File: src/rtl/h80cpu_uart_tx_pkg.sv
// Shared h80cpu I/O bus types plus the UART TX register map.
//   bus_addr_t / bus_data_t : 16-bit I/O address and data words
//   bus_cmd_t               : bus command encoding
//   uart_reg_*              : register offsets decoded from addr[3:0]
//   uart_stat_*             : bit positions inside the STATUS word
//   tx_state_t              : serialiser states
package h80cpu_uart_tx_pkg;

    typedef logic [15:0] bus_addr_t;
    typedef logic [15:0] bus_data_t;

    typedef enum logic [2:0] {
        bus_idle = 3'd0,
        read_b   = 3'd1,
        read_w   = 3'd2,
        write_b  = 3'd3,
        write_w  = 3'd4
    } bus_cmd_t;

    localparam logic [3:0] uart_reg_txdata = 4'h0;
    localparam logic [3:0] uart_reg_status = 4'h2;

    localparam int uart_stat_active = 1;
    localparam int uart_stat_full   = 2;
    localparam int uart_stat_empty  = 3;

    typedef enum logic [1:0] {
        tx_idle  = 2'd0,
        tx_start = 2'd1,
        tx_data  = 2'd2,
        tx_stop  = 2'd3
    } tx_state_t;

    // Clocks per bit, rounded to nearest.
    function automatic int baud_div(input int clk_freq, input int baud);
        return (clk_freq + baud / 2) / baud;
    endfunction

endpackage

File: src/rtl/h80cpu_uart_tx_fifo.sv
// Synchronous FIFO used as the UART TX byte queue.
//   clk, reset_ : clock, synchronous active-low reset (empties the queue)
//   push, push_data : enqueue; accepted when not full or when popping
//   pop         : dequeue; ignored when empty
//   full, empty : occupancy flags from the extra pointer MSB
//   head        : oldest entry, held in flops (valid while !empty)
module h80cpu_fifo #(
    parameter int DEPTH = 8,
    parameter int WIDTH = 8
) (
    input  logic             clk,
    input  logic             reset_,
    input  logic             push,
    input  logic [WIDTH-1:0] push_data,
    input  logic             pop,
    output logic             full,
    output logic             empty,
    output logic [WIDTH-1:0] head
);

    localparam int AW = $clog2(DEPTH);
    localparam logic [AW:0] ptr_one = 1;

    logic [WIDTH-1:0] mem [DEPTH];
    logic [AW:0]      wr_ptr;
    logic [AW:0]      rd_ptr;
    logic             push_ok;
    logic             pop_ok;

    // Push into a full queue only succeeds when the head leaves on the same edge.
    assign push_ok = push && (!full || pop);
    assign pop_ok  = pop && !empty;

    assign empty = (wr_ptr == rd_ptr);
    assign full  = (wr_ptr[AW] != rd_ptr[AW]) && (wr_ptr[AW-1:0] == rd_ptr[AW-1:0]);
    assign head  = mem[rd_ptr[AW-1:0]];

    // NOTE: sequential state is updated with <= so every flop samples pre-edge values.
    always_ff @(posedge clk) begin
        if (!reset_) begin
            wr_ptr <= '0;
            rd_ptr <= '0;
        end else begin
            if (push_ok) wr_ptr <= wr_ptr + ptr_one;
            if (pop_ok)  rd_ptr <= rd_ptr + ptr_one;
        end
    end

    // NOTE: storage is deliberately not reset; the pointers alone define validity.
    always_ff @(posedge clk) begin
        if (push_ok) mem[wr_ptr[AW-1:0]] <= push_data;
    end

endmodule

File: src/rtl/h80cpu_uart_tx.sv
// Buffered 8N1 UART transmitter, slave on the h80cpu I/O bus.
//   clk, reset_ : clock, synchronous active-low reset
//   addr, cmd, run, wr_data : bus request (pending while run != done)
//   rd_data, done           : read data and completion toggle
//   uart_txp                : serial line, idle high
// Registers (addr[3:0]): 0x0 TXDATA write-only, 0x2 STATUS read-only
//   STATUS = {12'h0, fifo_empty, fifo_full, tx_active, 1'b0}.
// Constraints: DIV = round(CLK_FREQ/BAUD) >= 2, FIFO_DEPTH power of 2 >= 2.
module h80cpu_uart_tx
    import h80cpu_uart_tx_pkg::*;
#(
    parameter int CLK_FREQ   = 27000000,
    parameter int BAUD       = 115200,
    parameter int FIFO_DEPTH = 8
) (
    input  logic        clk,
    input  logic        reset_,
    input  logic [15:0] addr,
    input  logic [2:0]  cmd,
    input  logic        run,
    input  logic [15:0] wr_data,
    output logic [15:0] rd_data,
    output logic        done,
    output logic        uart_txp
);

    localparam int DIV = baud_div(CLK_FREQ, BAUD);
    localparam int CW  = $clog2(DIV);
    localparam logic [CW-1:0] cnt_reload = CW'(DIV - 1);
    localparam logic [CW-1:0] cnt_one    = 1;

    tx_state_t   state;
    logic [CW-1:0] baud_cnt;
    logic [7:0]  shift;
    logic [2:0]  bitcnt;

    logic        fifo_full;
    logic        fifo_empty;
    logic [7:0]  fifo_head;
    logic        fifo_pop;
    logic        fifo_push;

    logic        pending;
    bus_cmd_t    bus_cmd;
    logic        is_write;
    logic        is_read;
    logic [3:0]  reg_sel;
    logic        txdata_wr;
    logic        tx_active;
    logic        bit_end;
    bus_data_t   status_word;
    logic        unused_bits;

    assign unused_bits = ^{addr[15:4], wr_data[15:8]};

    assign pending   = (run != done);
    assign bus_cmd   = bus_cmd_t'(cmd);
    assign is_write  = (bus_cmd == write_b) || (bus_cmd == write_w);
    assign is_read   = (bus_cmd == read_b)  || (bus_cmd == read_w);
    assign reg_sel   = addr[3:0];
    assign txdata_wr = pending && is_write && (reg_sel == uart_reg_txdata);
    assign tx_active = (state != tx_idle);
    assign bit_end   = (baud_cnt == '0);

    // A push against a full queue waits for the edge on which the serialiser pops.
    assign fifo_push = txdata_wr && (!fifo_full || fifo_pop);

    // NOTE: every always_comb output gets a default first so no latch is inferred.
    always_comb begin
        fifo_pop = 1'b0;
        case (state)
            tx_idle: fifo_pop = !fifo_empty;
            tx_stop: fifo_pop = bit_end && !fifo_empty;
            default: fifo_pop = 1'b0;
        endcase
    end

    always_comb begin
        status_word                   = '0;
        status_word[uart_stat_active] = tx_active;
        status_word[uart_stat_full]   = fifo_full;
        status_word[uart_stat_empty]  = fifo_empty;
    end

    h80cpu_fifo #(
        .DEPTH (FIFO_DEPTH),
        .WIDTH (8)
    ) u_fifo (
        .clk       (clk),
        .reset_    (reset_),
        .push      (fifo_push),
        .push_data (wr_data[7:0]),
        .pop       (fifo_pop),
        .full      (fifo_full),
        .empty     (fifo_empty),
        .head      (fifo_head)
    );

    // Bus side: every pending request completes except a TXDATA write that
    // cannot enter the queue yet.
    always_ff @(posedge clk) begin
        if (!reset_) begin
            done    <= 1'b0;
            rd_data <= '0;
        end else if (pending) begin
            if (txdata_wr) begin
                if (fifo_push) done <= ~done;
            end else begin
                done <= ~done;
                if (is_read) rd_data <= (reg_sel == uart_reg_status) ? status_word : '0;
            end
        end
    end

    // Serialiser: uart_txp is registered, so each level appears the clock
    // after the edge that decides it and every bit lasts exactly DIV clocks.
    always_ff @(posedge clk) begin
        if (!reset_) begin
            state    <= tx_idle;
            baud_cnt <= '0;
            shift    <= '0;
            bitcnt   <= '0;
            uart_txp <= 1'b1;
        end else begin
            case (state)
                tx_idle: begin
                    if (fifo_pop) begin
                        shift    <= fifo_head;
                        bitcnt   <= '0;
                        baud_cnt <= cnt_reload;
                        uart_txp <= 1'b0;
                        state    <= tx_start;
                    end
                end
                tx_start: begin
                    if (bit_end) begin
                        baud_cnt <= cnt_reload;
                        uart_txp <= shift[0];
                        state    <= tx_data;
                    end else begin
                        baud_cnt <= baud_cnt - cnt_one;
                    end
                end
                tx_data: begin
                    if (bit_end) begin
                        baud_cnt <= cnt_reload;
                        if (bitcnt == 3'd7) begin
                            uart_txp <= 1'b1;
                            state    <= tx_stop;
                        end else begin
                            shift    <= {1'b0, shift[7:1]};
                            uart_txp <= shift[1];
                            bitcnt   <= bitcnt + 3'd1;
                        end
                    end else begin
                        baud_cnt <= baud_cnt - cnt_one;
                    end
                end
                tx_stop: begin
                    if (bit_end) begin
                        if (fifo_pop) begin
                            // Back-to-back frame: no idle clock between stop and start.
                            shift    <= fifo_head;
                            bitcnt   <= '0;
                            baud_cnt <= cnt_reload;
                            uart_txp <= 1'b0;
                            state    <= tx_start;
                        end else begin
                            baud_cnt <= '0;
                            state    <= tx_idle;
                        end
                    end else begin
                        baud_cnt <= baud_cnt - cnt_one;
                    end
                end
                default: state <= tx_idle;
            endcase
        end
    end

endmodule

File: config.mk
export PLATFORM = sky130hd
export DESIGN_NAME = h80cpu_uart_tx
export DESIGN_NICKNAME = d
export VERILOG_FILES = /design/src/rtl/h80cpu_uart_tx_pkg.sv /design/src/rtl/h80cpu_uart_tx_fifo.sv /design/src/rtl/h80cpu_uart_tx.sv
export SDC_FILE = /design/constraint.sdc
export NUM_CORES = 1
export LEC_CHECK = 0
export CAP_MARGIN = 5
export CORE_MARGIN = 4
export CORE_UTILIZATION = 33
export DETAILED_ROUTE_END_ITERATION = 16
export HOLD_SLACK_MARGIN = 0.05
export PLACE_DENSITY = 0.51
export SLEW_MARGIN = 25
export SYNTH_ARGS = -nofsm -noshare
export SYNTH_HDL_FRONTEND = slang
export SYNTH_HIERARCHICAL = 1
export SYNTH_SLANG_ARGS = --single-unit
File: constraint.sdc
create_clock -name clk -period 3.8 [get_ports clk]
set_clock_uncertainty 0.1 [all_clocks]
set_input_delay 0.38 -clock clk [delete_from_list [all_inputs] [get_ports clk]]
set_output_delay 0.38 -clock clk [all_outputs]
set_load 0.1 [all_outputs]
* After elaboration in Yosys (flattened, before gate mapping) *
Memory sizes are Yosys's and may differ from the RTL's. A register that Yosys moved wholly into a read port is not among the register bits.
Cells that the tools add are included.

word-level totals
  output and inout port bits = 18
  memories kept = 1
  bits in writable memories = 64
  register bits = 47
  word-level logic and storage cells = 95

operators by class
  reductions and logical operators = 23
  bitwise operators = 2
  eq/ne operators = 20
  mux-type cells = 36
  add/subtract/negate cells = 4

memories
  memory      words  width  read ports  clocked after memory_dff  write ports  line                       text
  u_fifo.mem  8      8      1           1                         1            h80cpu_uart_tx_fifo.sv:24  logic [WIDTH-1:0] mem [DEPTH];

operators by type and width
  operator               number
  $mux W8                8
  $pmux W8 S3            2
  $mux W3                6
  $mux W1                10
  $mux W2                5
  $ne A2 B2 Y1 const B   5
  $pmux W3 S3            1
  $add A4 B1 Y4 const B  2
  $logic_not A8 Y1       1
  $pmux W2 S4            1
  $sub A8 B1 Y8 const B  1
  $logic_and A1 B1 Y1    7
  $eq A3 B2 Y1 const B   2
  $eq A3 B3 Y1 const B   2
  $reduce_and A3 Y1      2
  $reduce_and A5 Y1      1
  $eq A2 B2 Y1 const B   2
  $eq A4 B2 Y1 const B   1
  $eq A4 B4 Y1           1
  $logic_not A4 Y1       1
  $mux W4                1
  $ne A2 B1 Y1 const B   2
  $pmux W1 S4            1
  $reduce_and A4 Y1      1
  14 further kinds       19

* Longest topological paths before layout *
Gate-level depths: netlist of run 1.

  depth in word-level cells = 9
  gate-level depth with buffers = 10

* Hierarchy *
The synthesis of run 1 kept the hierarchy.

modules (own cells, without submodules)
  module          instances  cells an instance  area each (µm²)
  h80cpu_fifo     1          164                2989.1
  h80cpu_uart_tx  1          199                1716.6

* Least setup slack after synthesis of run 1 *
No wires, ideal clock.

  kind = reg-to-reg
  from = register baud_cnt[2]
  to = memory u_fifo.mem[0][0], enable pin
  cell stages (with the launch flop) = 8
  slack = 655 ps
  buffers on the path = 1
  data required time = 3305 ps
  arrival = 2651 ps
  period minus slack after synthesis = 3145 ps
  library setup time = 395 ps
  cells stage by stage = dfxtp_1 > or4_1 > buf_2 > o31ai_1 > a21oi_1 > nor2_1 > o21ai_2 > nor4_1

on the way
  cells in the longest elaborated chain, start to end = 8

ends and longest elaborated chain
  item                           line                       text
  from (decl)                    h80cpu_uart_tx.sv:33       logic [CW-1:0] baud_cnt;
  from (signal assigned)         h80cpu_uart_tx.sv:130      baud_cnt <= cnt_reload;
  from (signal assigned)         h80cpu_uart_tx.sv:137      baud_cnt <= cnt_reload;
  from (signal assigned)         h80cpu_uart_tx.sv:141      baud_cnt <= baud_cnt - cnt_one;
  $logic_not A8 Y1               h80cpu_uart_tx.sv:63       assign bit_end = (baud_cnt == '0);
  $logic_and A1 B1 Y1            h80cpu_uart_tx.sv:73       tx_stop: fifo_pop = bit_end && !fifo_empty;
  $pmux W1 S2                    h80cpu_uart_tx.sv:71       case (state)
  $logic_or A1 B1 Y1             h80cpu_uart_tx.sv:66       assign fifo_push = txdata_wr && (!fifo_full || fifo_pop);
  $logic_and A1 B1 Y1            h80cpu_uart_tx.sv:66
  net fifo_push                  h80cpu_uart_tx.sv:41       logic fifo_push;
  $logic_and A1 B1 Y1            h80cpu_uart_tx_fifo.sv:31  assign push_ok = push && (!full || pop);
  $mux W1                        h80cpu_uart_tx_fifo.sv:51  if (push_ok) mem[wr_ptr[AW-1:0]] <= push_data;
  $mux W1 (not written as such)  h80cpu_uart_tx_fifo.sv:51
  to (decl)                      h80cpu_uart_tx_fifo.sv:24

The timed path passes the listed nets, and every way through them passes these cells.

* Worst setup path in the final report of run 1 *
  from = register baud_cnt[2]
  to = memory u_fifo.mem[2][0], enable pin

The elaborated chain is that of the path after synthesis.

==> results of run 1 <==
## worst max-delay path, cell delays in order (launching register included)
cell and delay (ps):
dfxtp_1 370, or4_1 700, o31ai_1 480, a21oi_1 140
nor2_1 300, o21ai_2 200, nor3_1 220, buf_4 230
## through the flow
| step | hold slack, ps | cell area, um2 |
|---|---|---|
| 3_3_place_gp | 356 | 5090 |
| 5_1_grt | 401 | 5410 |
| 2_1_floorplan | 348 | 4750 |
| 4_1_cts | 375 | 5410 |
| 3_5_place_dp | 365 | 5090 |
| 6_report | 374 | 5410 |
## kinds of logic after synthesis
family          synth area share
compound gates             0.113
fa+ha+maj                 0.0292
mux                        0.123
other cells             0.000797
xor+xnor                  0.0205
flops                      0.566
buf+inv                   0.0521
simple gates              0.0955
## area by class of cell
class / count / area share
Clock buffer: 9 / 0.0416
Tap cell: 180 / 0.0416
Timing Repair Buffer: 32 / 0.0546
Clock inverter: 6 / 0.0174
Sequential cell: 101 / 0.492
Inverter: 15 / 0.0104
Multi-Input combinational cell: 230 / 0.342
## flip-flops by register name (all words and copies together), names as in the netlist, named ones only
signal	count
u_fifo/wr_ptr	4
baud_cnt	8
shift	8
u_fifo/mem	64
done	1
u_fifo/rd_ptr	4
state	2
uart_txp	1
bitcnt	3
rd_data	3
## cells in the final DEF, fill, tap and decap left out, types with 10 or more instances in the layout
| master | synthesis | final |
|---|---|---|
| clkdlybuf4s50_1 | 0 | 22 |
| inv_1 | 14 | 14 |
| conb_1 | 1 | 13 |
| o21ai_0 | 22 | 22 |
| o211a_1 | 10 | 10 |
| nor2_1 | 20 | 20 |
| a21oi_1 | 12 | 12 |
| nand2_1 | 17 | 17 |
| buf_4 | 16 | 10 |
| dfxtp_1 | 37 | 37 |
| mux2i_1 | 13 | 13 |
| mux4_2 | 16 | 16 |
| ha_1 | 11 | 11 |
| nor3_1 | 10 | 10 |
| edfxtp_1 | 64 | 64 |
## power by group
group	internal, W	switching [W]	leakage (nW)
combinational	0.000225	0.000464	0.871
clock	0.000580	0.000400	0.158
sequential	0.00121	0.0000591	0.874
## per-layer routing
metal / vias up / GRT usage / part of all wire
li1: 1410 / - / -
met1: 1428 / 0.146 / 0.45
met2: 61 / 0.195 / 0.49
met3: 13 / 0.0272 / 0.040
met4: 0 / 0.0536 / 0.017
met5: - / 0 / 0
## worst min path at each step
stage	start	to
2_1_floorplan	shift[7]$_SDFFE_PN0P_	shift[7]$_SDFFE_PN0P_
3_3_place_gp	bitcnt[1]$_SDFFE_PN0P_	bitcnt[1]$_SDFFE_PN0P_
3_5_place_dp	rd_data[3]$_SDFFE_PN0P_	rd_data[3]$_SDFFE_PN0P_
4_1_cts	rd_data[3]$_SDFFE_PN0P_	rd_data[3]$_SDFFE_PN0P_
5_1_grt	bitcnt[2]$_SDFFE_PN0P_	bitcnt[2]$_SDFFE_PN0P_
6_report	rd_data[3]$_SDFFE_PN0P_	rd_data[3]$_SDFFE_PN0P_
==> run_results.csv, run 1 <==
group,metric,value,unit
layout,multiInputGateArea,1850,um2
clock_network,clk_pin_slew,70,ps
setup_path,critPathLaunchType,"flop",
timing,worst_pin_slew,972,ps
detailed_routing,dr.pass1.iters,4,
synth,syn-cell-area,4710,um2
clock_network,h-tree-depth,3,
synth,ys_ff_latch,101,
synth,synth_top_cell_by_area,"edfxtp_1",
die,die_w,127,um
synth,yosysSeqAreaShare,0.566,
clock_network,cts_setup_buffers,0,
clock_network,cts_made_buffers,9,
worst_hold_path,min_path_cells,2,
power_and_ir_drop,peakVddDrop,0.254,mV
synth,synth.most_common_cell,"edfxtp_1",
synth,synth-edff-count,64,
timing,setup_ws,744,ps
timing,finalSetupTns,0,ps
detailed_routing,routedWlPerCell,16.1,um
timing,fmax,327,MHz
detailed_routing,drt_iter0_drc,195,
layout,fin_cells,573,
synth,yosysUniqueCellTypes,60,
layout,diodes,0,
die,start_util,0.338,
outcome,outcome,"finished clean",
die,core_area,13900,um2
layout,fillers,1295,
layout,areaGrowthSynthToFinish,14.9,%
grt,grt_first_pass_wirelength,14800,um
die,rows,43,
layout,layout.nets,438,
setup_path,r2r_cells,7,
timing,min_period,3060,ps
clock_network,clk_path_buf_depth,2,
clock_network,clock_latency,340,ps
grt,grt_pass1_vias,2905,
die,boundaryPins,56,
setup_path,crit_fanout,8,
power_and_ir_drop,p_leak,1.90,nW
detailed_routing,remaining_drc_errors,0,
clock_network,postCtsResizedCells,0,
clock_network,hold_buffers,0,
synth,syn_avg_cell_area,13.0,um2
setup_path,crit_required,3750,ps
grt,grt_start_max_net_pins,18,
setup_path,crit_path_end,"u_fifo/mem[2][0]$_DFFE_PP_",
timing,max_slew_margin,0.350,
detailed_routing,totalWireLength,9210,um
synth,synth_area_leaders,"edfxtp_1 (41%), dfxtp_1 (16%), mux4_2 (7.7%)",
synth,netlist.area_leader.share,0.408,
setup_path,regToRegEndpoint,"u_fifo/mem[2][0]$_DFFE_PP_",
setup_path,reg2reg_from,"baud_cnt[2]$_SDFFE_PN0P_",
timing,slew_violations,0,
synth,syn_inst,363,
place,hpwl,6200,um
place,port_buffers,22,
power_and_ir_drop,finalPower,0.00294,W
die,dieArea,16200,um2
layout,post-route-util,0.388,
timing,setup_viol,0,
setup_path,r2r_slack,740,ps
power_and_ir_drop,powerDensity,544,nW/um2
clock_network,root_buffer,"clkbuf_16",
place,dpl.cell_count,558,
setup_path,crit_type,"flop to flop",
synth,ys_warn_count,6,
place,place.gp.congestion,0.791,
synth,synth_flop_cell,"edfxtp_1",
grt,track_usage,0.118,
layout,final-seq-area,2660,um2
grt,grt_antenna_before_repair,0,
place,pre_cts_ws,787,ps
die,fp.dieH,127,um
grt,grt_overflow,0,
timing,hold_viol_final,0,
clock_network,cts_num_sinks,101,
detailed_routing,viasPerCell,5.08,
worst_hold_path,hp-class,"flop to flop",
setup_path,startpoint,"baud_cnt[2]$_SDFFE_PN0P_",
timing,rsz0062_at_grt,"no",
setup_path,cp.arrival,3000,ps
setup_path,worst_setup_path_end_kind,"flop",
detailed_routing,routed-via-count,2912,
synth,synthTopCellsByCount,"edfxtp_1 (64), dfxtp_1 (37), o21ai_0 (22), nor2_1 (20), nand2_1 (17)",
timing,timing.final.crit_share,0.804,
synth,postSynth.asyncResetShare,0,
detailed_routing,drtAntennaViolNets,0,
layout,drive_gt1_frac,0.160,
run,max-cap-violations,0,
clock_network,tritoncts,"done",
Note: power is estimated with default switching activity, not from simulation.
==> run 2: changes to the inputs <==
==> constraint.sdc (replaced) <==
create_clock -name clk -period 3.15 [get_ports clk]
set_clock_uncertainty 0.1 [all_clocks]
set_input_delay 0.315 -clock clk [delete_from_list [all_inputs] [get_ports clk]]
set_output_delay 0.315 -clock clk [all_outputs]
set_load 0.1 [all_outputs]
==> run 2 against run 1 <==
Effect of this change:
- final cell count is 1.2% higher
- design area is 0.19% higher
- fmax is 4.3% higher
- global-route usage is 0.22 points higher
- utilization is 0.072 points higher
- critical endpoint is now u_fifo/mem[7][7]$_DFFE_PP_
- largest power group unchanged
==> run_results.csv, run 2 (synthesis gave the netlist of run 1 again) <==
group,metric,value,unit
outcome,outcome,"finished clean",
die,fp.dieH,127,um
detailed_routing,dr.pass1.iters,4,
clock_network,clk_pin_slew,80,ps
clock_network,postCtsResizedCells,0,
setup_path,r2r_cells,7,
setup_path,cp.arrival,2880,ps
grt,global_route.usage.met1,0.160,
grt,grt_start_max_net_pins,20,
layout,final_common_cell,"edfxtp_1",
grt,busiest_layer,"met2",
place,port_buffers,22,
setup_path,critPathLaunchType,"flop",
detailed_routing,drt_iter0_drc,190,
grt,grtUsageMet3,0.0230,
layout,areaGrowthSynthToFinish,15.1,%
die,core_area,13900,um2
clock_network,hold_buffers,0,
detailed_routing,routedWlPerCell,16.3,um
setup_path,reg2reg_from,"baud_cnt[2]$_SDFFE_PN0P_",
setup_path,crit_required,3100,ps
grt,grt_pass1_vias,2855,
layout,drive_gt1_frac,0.178,
timing,finalSetupTns,0,ps
layout,mostFrequentLayoutCells,"edfxtp_1 (64), dfxtp_1 (37), o21ai_0 (22)",
setup_path,crit_path_end,"u_fifo/mem[7][7]$_DFFE_PP_",
timing,timing.final.crit_share,0.930,
clock_network,cts_made_buffers,9,
run,max-cap-violations,0,
layout,fillers,1276,
die,boundaryPins,56,
clock_network,h-tree-depth,3,
power_and_ir_drop,p_leak,1.92,nW
timing,setup_viol,0,
timing,rsz0062_at_grt,"no",
grt,grt_antenna_before_repair,0,
layout,design_area,5420,um2
setup_path,r2r_slack,220,ps
setup_path,crit_fanout,8,
die,dieArea,16200,um2
clock_network,root_buffer,"clkbuf_16",
power_and_ir_drop,powerDensity,646,nW/um2
layout,largest_reg_flops,64,
setup_path,worst_setup_path_end_kind,"flop",
timing,worst_pin_slew,972,ps
timing,max_slew_margin,0.350,
place,place_area,5130,um2
clock_network,clock_latency,350,ps
detailed_routing,drtAntennaViolNets,0,
detailed_routing,viasPerCell,5.05,
die,start_util,0.338,
place,place.gp.congestion,0.777,
clock_network,cts_setup_buffers,0,
timing,min_period,2930,ps
grt,grt_first_pass_wirelength,15000,um
clock_network,clk_path_buf_depth,2,
clock_network,cts_num_sinks,101,
grt,use_met2,0.189,
timing,hold_viol_final,0,
layout,layout.nets,444,
die,rows,43,
detailed_routing,totalWireLength,9450,um
setup_path,regToRegEndpoint,"u_fifo/mem[7][7]$_DFFE_PP_",
timing,fmax,341,MHz
place,hpwl,6300,um
setup_path,crit_type,"flop to flop",
timing,slew_violations,0,
detailed_routing,remaining_drc_errors,0,
power_and_ir_drop,peakVddDrop,0.315,mV
grt,track_usage,0.120,
grt,grt_overflow,0,
setup_path,startpoint,"baud_cnt[2]$_SDFFE_PN0P_",
die,die_w,127,um
clock_network,tritoncts,"done",
detailed_routing,routed-via-count,2928,
worst_hold_path,hp-class,"flop to flop",
layout,diodes,0,
[run 2: cell types whose count changed in the layout (fill, tap and decap cells not counted), sizes merged]
cell | previous run | this run
bufinv | 2 | 0
clkdlybuf4s50 | 22 | 20
buf | 10 | 18
inv | 17 | 20
[run 2: per-layer routing]
layer | vias up | wire (um)
met5 | - | 0
met4 | 0 | 114
met3 | 8 | 322
met2 | 44 | 4550
met1 | 1448 | 4460
li1 | 1428 | -
[run 2: how the worst min path moves through the flow]
| stage | slack (ps) | startpoint | depth (start not counted) | end |
|---|---|---|---|---|
| after CTS | 380 | rd_data[3]$_SDFFE_PN0P_ | 2 | rd_data[3]$_SDFFE_PN0P_ |
| after floorplan | 310 | wr_data[0] | 0 | u_fifo/mem[0][0]$_DFFE_PP_ |
| after detailed placement | 370 | rd_data[3]$_SDFFE_PN0P_ | 2 | rd_data[3]$_SDFFE_PN0P_ |
| final | 370 | rd_data[3]$_SDFFE_PN0P_ | 2 | rd_data[3]$_SDFFE_PN0P_ |
| after global placement | 360 | bitcnt[1]$_SDFFE_PN0P_ | 2 | bitcnt[1]$_SDFFE_PN0P_ |
| after global routing | 400 | bitcnt[2]$_SDFFE_PN0P_ | 2 | bitcnt[2]$_SDFFE_PN0P_ |
[run 2: power by group]
group          internal, W  switching [W]  total, W  leakage, nW
Combinational     0.000310       0.000574  0.000884        0.904
Sequential         0.00146      0.0000707   0.00153        0.874
Clock             0.000557       0.000525   0.00108        0.144
Total              0.00233        0.00117   0.00350         1.92
[run 2: critical path, cell delays in order, from the launching register on]
cell and delay, ps:
dfxtp_1 380, or4_1 590, o31ai_1 480, a21oi_1 130, nor2_1 290, nand4_1 150
a21oi_1 250, buf_4 250
[run 2: through the flow]
step	worst slack, ps	total power, W	util	std cells	hold WS, ps
final	220	0.00350	0.389	580	372
after global routing	87.4	0.00367	0.389	580	399
after CTS	242	0.00353	0.389	580	376
after detailed placement	279	0.00244	0.368	564	365
after global placement	314	0.00242	0.368	564	355
after floorplan	4.64	0.00221	-	375	314
[run 2: cell type report]
type                    instances  area [um2]  area share
repair buffers                 38         335      0.0619
flip-flops and latches        101        2660       0.491
clock inverters                 7        63.8      0.0118
clock buffers                   9         225      0.0416
inverters                      15        56.3      0.0104
multi-input cells             230        1850       0.341
well taps                     180         225      0.0416
